`src/rtl/mem_port_arbiter.sv`:
```
// rtl/mem_port_arbiter.sv - fetch/data arbiter for a shared single-ported, variable-latency memory
// Optional fetch starvation guard is enabled by defining MEMARB_STARVE_GUARD_EN.
module mem_port_arbiter #(
  parameter int WORD_SIZE    = 16,
  parameter int STARVE_LIMIT = 4
) (
  input  logic                 Clock,
  input  logic                 Reset,
  input  logic                 InstrReq,
  input  logic [WORD_SIZE-1:0] InstrAddr,
  output logic [WORD_SIZE-1:0] InstrIn,
  output logic                 InstrDone,
  input  logic                 ReadData,
  input  logic                 WriteData,
  input  logic [WORD_SIZE-1:0] DataAddr,
  input  logic [WORD_SIZE-1:0] DataOut,
  output logic [WORD_SIZE-1:0] DataIn,
  output logic                 DataDone,
  output logic [WORD_SIZE-1:0] MemAddr,
  output logic [WORD_SIZE-1:0] MemWData,
  output logic                 MemRead,
  output logic                 MemWrite,
  input  logic [WORD_SIZE-1:0] MemRData,
  input  logic                 MemReady
);

  typedef enum logic [1:0] {IDLE, BUSY_I, BUSY_D, RESP} state_t;

  state_t state;
  logic   data_pending;
  logic   grant_instr;

  assign data_pending = ReadData | WriteData;

  if (STARVE_LIMIT < 1) begin : g_bad_limit
    $error("STARVE_LIMIT must be at least 1");
  end

`ifdef MEMARB_STARVE_GUARD_EN
  localparam int CW = $clog2(STARVE_LIMIT + 1);
  localparam logic [CW-1:0] LIMIT = CW'(STARVE_LIMIT);

  logic [CW-1:0] starve_cnt;

  // Fetch wins a contested IDLE slot once data has been granted LIMIT times in a row over it.
  assign grant_instr = InstrReq & (~data_pending | (starve_cnt == LIMIT));

  always_ff @(posedge Clock or posedge Reset) begin
    if (Reset) begin
      starve_cnt <= '0;
    end else if (state == IDLE) begin
      if (grant_instr) begin
        starve_cnt <= '0;
      end else if (data_pending) begin
        if (!InstrReq) begin
          starve_cnt <= '0;
        end else if (starve_cnt != LIMIT) begin
          starve_cnt <= starve_cnt + 1'b1;
        end
      end
    end
  end
`else
  assign grant_instr = InstrReq & ~data_pending;
`endif

  // The memory command doubles as the latched operation type: MemRead low in BUSY_D means a write.
  always_ff @(posedge Clock or posedge Reset) begin
    if (Reset) begin
      state     <= IDLE;
      MemAddr   <= '0;
      MemWData  <= '0;
      MemRead   <= 1'b0;
      MemWrite  <= 1'b0;
      InstrIn   <= '0;
      DataIn    <= '0;
      InstrDone <= 1'b0;
      DataDone  <= 1'b0;
    end else begin
      InstrDone <= 1'b0;
      DataDone  <= 1'b0;
      case (state)
        IDLE: begin
          if (grant_instr) begin
            state    <= BUSY_I;
            MemAddr  <= InstrAddr;
            MemWData <= '0;
            MemRead  <= 1'b1;
            MemWrite <= 1'b0;
          end else if (data_pending) begin
            state    <= BUSY_D;
            MemAddr  <= DataAddr;
            MemWData <= DataOut;
            MemRead  <= ~WriteData;
            MemWrite <= WriteData;
          end
        end
        BUSY_I, BUSY_D: begin
          if (MemReady) begin
            state    <= RESP;
            MemAddr  <= '0;
            MemWData <= '0;
            MemRead  <= 1'b0;
            MemWrite <= 1'b0;
            if (state == BUSY_I) begin
              InstrIn   <= MemRData;
              InstrDone <= 1'b1;
            end else begin
              DataDone <= 1'b1;
              if (MemRead) begin
                DataIn <= MemRData;
              end
            end
          end
        end
        RESP: begin
          state <= IDLE;
        end
        default: begin
          state <= IDLE;
        end
      endcase
    end
  end

endmodule

```
`config.mk`:
```
export PLATFORM = sky130hd
export DESIGN_NAME = mem_port_arbiter
export DESIGN_NICKNAME = d
export VERILOG_FILES = /design/src/rtl/mem_port_arbiter.sv
export SDC_FILE = /design/constraint.sdc
export NUM_CORES = 1
export LEC_CHECK = 0
export ABC_AREA = 1
export CELL_PAD_IN_SITES_DETAIL_PLACEMENT = 1
export CELL_PAD_IN_SITES_GLOBAL_PLACEMENT = 1
export CORE_MARGIN = 2
export CORE_UTILIZATION = 29
export CTS_CLUSTER_SIZE = 16
export DETAILED_ROUTE_END_ITERATION = 10
export HOLD_SLACK_MARGIN = 0.12
export PLACE_DENSITY = 0.86
export REMOVE_ABC_BUFFERS = 1
export SLEW_MARGIN = 10
export SYNTH_ARGS = -nofsm -noshare
export SYNTH_HDL_FRONTEND = slang
export SYNTH_SLANG_ARGS = --single-unit
```
`constraint.sdc`:
```
create_clock -name Clock -period 2.9 [get_ports Clock]
set_clock_uncertainty 0.15 [all_clocks]
set_input_delay 0.29 -clock Clock [delete_from_list [all_inputs] [get_ports Clock]]
set_output_delay 0.29 -clock Clock [all_outputs]
set_load 0.1 [all_outputs]
```
==> run_results.csv, run 1 <==
group,metric,value,unit
worst_setup_path,cp.required,3030,ps
worst_setup_path,critical_path_class,"reg2reg",
floorplan,die_w,106,microns
synthesis,synth_top_family_by_area,"simple AND/OR/NAND/NOR gates",
clock_network,cts_made_buffers,9,
worst_setup_path,cp-start-kind,"flip-flop",
timing,drv_slew,0,
floorplan,num_rows,37,
worst_setup_path,cp.arrival,2190,ps
job,max-cap-violations,0,
floorplan,io_pins,138,
timing,setup_viol,0,
worst_setup_path,endpoint_kind,"flip-flop",
placed_design,place.gp.congestion,0.775,
timing,tightest_slew,925,ps
worst_setup_path,max_stage_delay,420,ps
floorplan,dieArea,11200,sq um
drt,wl,8.96,mm
synthesis,synthAdderAreaFrac,0.0208,
synthesis,netlist_instances,351,
final_layout,drive_gt1_frac,0.200,
global_route,grt_pass1_vias,3001,
clock_network,clkLatencyLatePin,330,ps
clock_network,hold_buffers,0,
timing,finalCritPeriodShare,0.711,
final_layout,insertedDiodeCount,0,
worst_setup_path,r2r-end,"MemAddr[9]$_DFFE_PP0P_",
synthesis,synth_top_area_share,0.581,
worst_setup_path,r2r_setup_slack,840,ps
synthesis,ys_seq_area_frac,0.581,
synthesis,synth_xor_area_frac,0,
worst_setup_path,r2r-start,"state[0]$_DFFE_PP0P_",
worst_setup_path,path_cells,"inv_1, ha_1, nand2_1, nand4_4, inv_2, nand2_1, nand2_1",
synthesis,synthSimpleGateAreaFrac,0.246,
floorplan,core,10200,sq um
global_route,antenna_found_initial,0,
synthesis,syn_avg_cell_area,8.59,sq um
drt,drtIter0Drc,89,
synthesis,synth_area,3010,sq um
floorplan,chipHeight,106,microns
placed_design,io_buffers,137,
final_layout,nets,561,
worst_setup_path,cp_max_fo,18,
timing,hold_viol,0,
drt,routedWlPerCell,14.3,microns
worst_setup_path,cp_slowest_cell,"dfrtp_1",
clock_network,cts_htree_levels,3,
timing,slew_headroom,0.382,
global_route,grt_pass1_wl,14.8,mm
worst_setup_path,critPathBufInv,2,
synthesis,ys_ff_latch,70,
global_route,gr-usage-all-layers,0.167,
synthesis,synth_top_cell_by_area,"dfrtp_1",
global_route,overflow,0,
synthesis,yosys_warnings,0,
drt,drt_drc_violations_left,0,
global_route,grt_max_degree,44,
drt,dr_total_vias,2845,
clock_network,cts_tree,"done",
worst_hold_path,hold_class,"in2async",
synthesis,synth_area_leaders,"dfrtp_1 (58%), nand2_1 (19%), o21ai_0 (6.3%)",
synthesis,synth-compound-area-share,0.0863,
clock_network,clkTransAtPathRegs,80,ps
worst_setup_path,crit_top_cell,"nand2_1",
clock_network,cts_resized,0,
timing,fin_tns_setup,0,ps
worst_setup_path,crit_family,"simple AND/OR/NAND/NOR gates",
drt,dr.pass1.iters,4,
timing,rsz0062_at_grt,"no",
clock_network,clkSinkCount,70,
drt,viasPerCell,4.54,
outcome,status,"completed",
clock_network,clock-root-buffer,"clkbuf_8",
placed_design,dp_hpwl,6.81,mm
clock_network,clockBufferDepth,2,
timing,min_period,2060,ps
worst_setup_path,rr_worst_depth,7,
synthesis,ys_types,20,
final_layout,syn_to_final_growth,50.2,%
floorplan,start_util,0.296,
timing,fmax,485,MHz
clock_network,postCtsSetupBuffers,0,
drt,drtAntennaViolNets,0,
synthesis,muxShareOfSynthArea,0,
how the worst max path moves through the flow:
| stage | depth (start not counted) | endpoint | startpoint | slack, ps |
|---|---|---|---|---|
| after CTS | 7 | MemAddr[9]$_DFFE_PP0P_ | state[0]$_DFFE_PP0P_ | 790 |
| after floorplan | 1 | DataDone$_DFF_PP0_ | Reset | 690 |
| after detailed placement | 7 | MemAddr[13]$_DFFE_PP0P_ | WriteData | 510 |
| after global routing | 7 | MemAddr[1]$_DFFE_PP0P_ | state[0]$_DFFE_PP0P_ | 620 |
| final | 7 | MemAddr[9]$_DFFE_PP0P_ | state[0]$_DFFE_PP0P_ | 840 |
| after global placement | 7 | MemAddr[2]$_DFFE_PP0P_ | WriteData | 640 |
layout make-up:
cell class,count,area [sq um]
clock buffer,9,124
sequential,70,1750
inverter,25,93.8
clock inverter,7,73.8
timing repair buffer,142,1250
fill,1242,5660
tap,136,170
multi-input combinational,238,1060
flip-flops by register name (all words and copies together), names as in the netlist:
signal	cells
state	2
DataIn	16
MemWrite	1
InstrDone	1
DataDone	1
MemRead	1
MemAddr	16
MemWData	16
InstrIn	16
synthesized netlist by cell type, drive strengths merged:
| master | instances |
|---|---|
| nor3 | 1 |
| ha | 5 |
| clkbuf | 6 |
| inv | 25 |
| nand4 | 1 |
| nor2 | 2 |
| buf | 12 |
| or2 | 1 |
| nand3 | 20 |
| a21oi | 1 |
| dfrtp | 70 |
| nand2 | 156 |
| o21ai | 51 |
metrics by stage:
stage               setup WS [ps]  hold slack (ps)   util  std cells  area (sq um)
floorplan                     692              250      -        333          2910
global placement              643              316  0.425        611          4330
detailed placement            512              321  0.425        611          4330
CTS                           791              222  0.445        627          4530
global route                  616              261  0.445        627          4530
finish                        839              208  0.445        627          4530
cell usage in the layout (no fill, tap or decap):
cell type	n
clkinv_4	2
inv_6	1
clkinv_2	2
o21ai_1	13
ha_1	5
nand2_1	155
nand4_4	1
nand3_1	18
nand3_2	2
o21ai_0	38
inv_2	3
nor3_1	1
bufinv_16	1
buf_4	72
nand2_2	1
clkdlybuf4s50_1	69
buf_12	1
clkbuf_8	9
nor2_2	1
a21oi_1	1
inv_1	22
dfrtp_1	70
or2_2	1
nor2_1	1
clkinvlp_4	1
cells by family after synthesis:
| group | count (synthesis) |
|---|---|
| fa+ha+maj | 5 |
| flops | 70 |
| compound gates | 52 |
| simple gates | 181 |
| buf+inv | 43 |
layer usage:
metal  routed length (microns)  vias up  track usage
li1                          -     1370            -
met1                      3900     1369        0.201
met2                      4370       98        0.288
met3                       594        8       0.0478
met4                        91        0       0.0517
met5                         0        -            0
Power of run 1 is not shown: default switching activity piles up to over one toggle a cycle in this logic, so the estimate is an artifact.
==> run 2, diff against run 1 <==
--- a/config.mk
+++ b/config.mk
@@ -9,11 +9,11 @@
 export CELL_PAD_IN_SITES_DETAIL_PLACEMENT = 1
 export CELL_PAD_IN_SITES_GLOBAL_PLACEMENT = 1
 export CORE_MARGIN = 2
-export CORE_UTILIZATION = 29
+export CORE_UTILIZATION = 26
 export CTS_CLUSTER_SIZE = 16
 export DETAILED_ROUTE_END_ITERATION = 10
 export HOLD_SLACK_MARGIN = 0.12
-export PLACE_DENSITY = 0.86
+export PLACE_DENSITY = 0.82
 export REMOVE_ABC_BUFFERS = 1
 export SLEW_MARGIN = 10
 export SYNTH_ARGS = -nofsm -noshare
==> constraint.sdc (replaced) <==
create_clock -name Clock -period 1.75 [get_ports Clock]
set_clock_uncertainty 0.15 [all_clocks]
set_input_delay 0.175 -clock Clock [delete_from_list [all_inputs] [get_ports Clock]]
set_output_delay 0.175 -clock Clock [all_outputs]
set_load 0.1 [all_outputs]
==> run 2 against run 1 <==
Against the previous run: core utilization rose by 5.7 points; wire length grew 11%; global-route usage is 0.29 points lower; via count rose by 2.0%; first-iteration DRC count increased by 26%; register-to-register slack worse by 780 ps; sequential cell count is the same; cell area rose by 26%; sequential share of layout area shrank 7.9 points; final cell count rose by 3.0%.
==> run_results.csv, run 2 (synthesis results as in run 1) <==
group,metric,value,unit
outcome,status,"completed",
timing,fin_tns_setup,0,ps
worst_setup_path,max_stage_delay,400,ps
timing,drv_slew,0,
worst_setup_path,rr_worst_depth,7,
worst_setup_path,r2r-start,"state[0]$_DFFE_PP0P_",
timing,min_period,1690,ps
global_route,antenna_found_initial,0,
timing,hold_viol,0,
global_route,grt_pass1_wl,16.1,mm
clock_network,cts_tree,"done",
worst_setup_path,critical_path_class,"reg2reg",
worst_setup_path,r2r-end,"MemWData[5]$_DFFE_PP0P_",
global_route,grt_max_degree,71,
drt,dr_total_vias,2902,
drt,drtIter0Drc,112,
final_layout,syn_to_final_growth,89.1,%
drt,dr.pass1.iters,5,
timing,tightest_slew,368,ps
global_route,overflow,0,
final_layout,insertedDiodeCount,0,
floorplan,core,11400,sq um
timing,slew_headroom,0.755,
worst_setup_path,cp_slowest_cell,"dfrtp_1",
global_route,gr-usage-all-layers,0.164,
placed_design,place.gp.congestion,0.759,
floorplan,dieArea,12500,sq um
worst_setup_path,endpoint_kind,"flip-flop",
drt,wl,9.99,mm
clock_network,clkLatencyLatePin,330,ps
final_layout,layout_common_cells,"nand2_1 (154), buf_12 (73), dfrtp_1 (70)",
worst_setup_path,cp-start-kind,"flip-flop",
worst_setup_path,cp.arrival,1800,ps
drt,drt_drc_violations_left,0,
clock_network,clock-root-buffer,"clkbuf_16",
timing,fmax,592,MHz
worst_setup_path,r2r_setup_slack,60,ps
final_layout,final_common_cell,"nand2_1",
timing,whs,116,ps
floorplan,num_rows,39,
worst_setup_path,cp.required,1860,ps
clock_network,cts_made_buffers,9,
drt,viasPerCell,4.49,
floorplan,io_pins,138,
drt,drtAntennaViolNets,0,
job,max-cap-violations,0,
final_layout,nets,573,
worst_setup_path,path_cells,"inv_2, ha_4, or2_2, nand3_4, clkbuf_16, nand2_1, o21ai_1",
drt,routedWlPerCell,15.5,microns
floorplan,start_util,0.265,
worst_setup_path,cp_max_fo,11,
clock_network,cts_htree_levels,3,
final_layout,drive_gt1_frac,0.225,
clock_network,clockBufferDepth,2,
timing,setup_viol,0,
floorplan,die_w,112,microns
clock_network,clkTransAtPathRegs,60,ps
floorplan,chipHeight,112,microns
worst_hold_path,hold_class,"in2async",
timing,finalCritPeriodShare,0.966,
placed_design,dp_hpwl,7.39,mm
placed_design,io_buffers,137,
clock_network,hold_buffers,0,
global_route,grt_pass1_vias,3250,
clock_network,clkSinkCount,70,
[run 2: how the worst max path moves through the flow]
stage	end	slack [ps]	cells past startpoint	startpoint
6_report	MemWData[5]$_DFFE_PP0P_	60	7	state[0]$_DFFE_PP0P_
5_1_grt	MemWData[0]$_DFFE_PP0P_	-3	7	state[0]$_DFFE_PP0P_
4_1_cts	MemWData[14]$_DFFE_PP0P_	2	7	state[0]$_DFFE_PP0P_
3_5_place_dp	MemWData[7]$_DFFE_PP0P_	-80	7	state[1]$_DFFE_PP0P_
3_3_place_gp	MemWData[11]$_DFFE_PP0P_	10	7	state[1]$_DFFE_PP0P_
2_1_floorplan	DataIn[0]$_DFFE_PP0P_	-430	2	MemRead$_DFFE_PP0P_
[run 2: routing by layer]
layer	vias up	part of all wire	GRT usage
met5	-	0	0
met4	0	0.0094	0.0601
met3	10	0.072	0.0555
met2	106	0.52	0.287
met1	1391	0.40	0.185
li1	1395	-	-
[run 2: per-stage QoR]
step	setup WS, ps	instance area (sq um)	util	instances
2_1_floorplan	-434	2910	-	333
3_3_place_gp	9.60	5280	0.464	625
3_5_place_dp	-84.8	5280	0.464	625
4_1_cts	2.28	5620	0.494	641
5_1_grt	-3.14	5700	0.501	646
6_report	60.2	5700	0.501	646
[run 2: cell type report]
cell class              count  area [sq um]
inverters                  25          96.3
clock buffers              12           256
flip-flops and latches     70          1750
multi-input cells         238          1090
clock inverters             4          45.0
fillers                  1250          5670
repair buffers            154          2280
well taps                 143           179
[run 2: timing repair]
item	in CTS	in global routing
setup buffers	0	3
gates cloned	0	2
setup endpoints to repair	31	34
pin swaps	0	1
resized for setup	9	3
[run 2: worst max-delay path, delay by kind of cell, from the launching register on]
family                   cells  cell delay, ps
flip-flops                   1             400
AO/OA/AOI/OAI                1              70
adder cells (fa/ha/maj)      1             210
buffers and inverters        2             270
AND/OR/NAND/NOR              3             510
Power of run 2 is left out for the same reason.
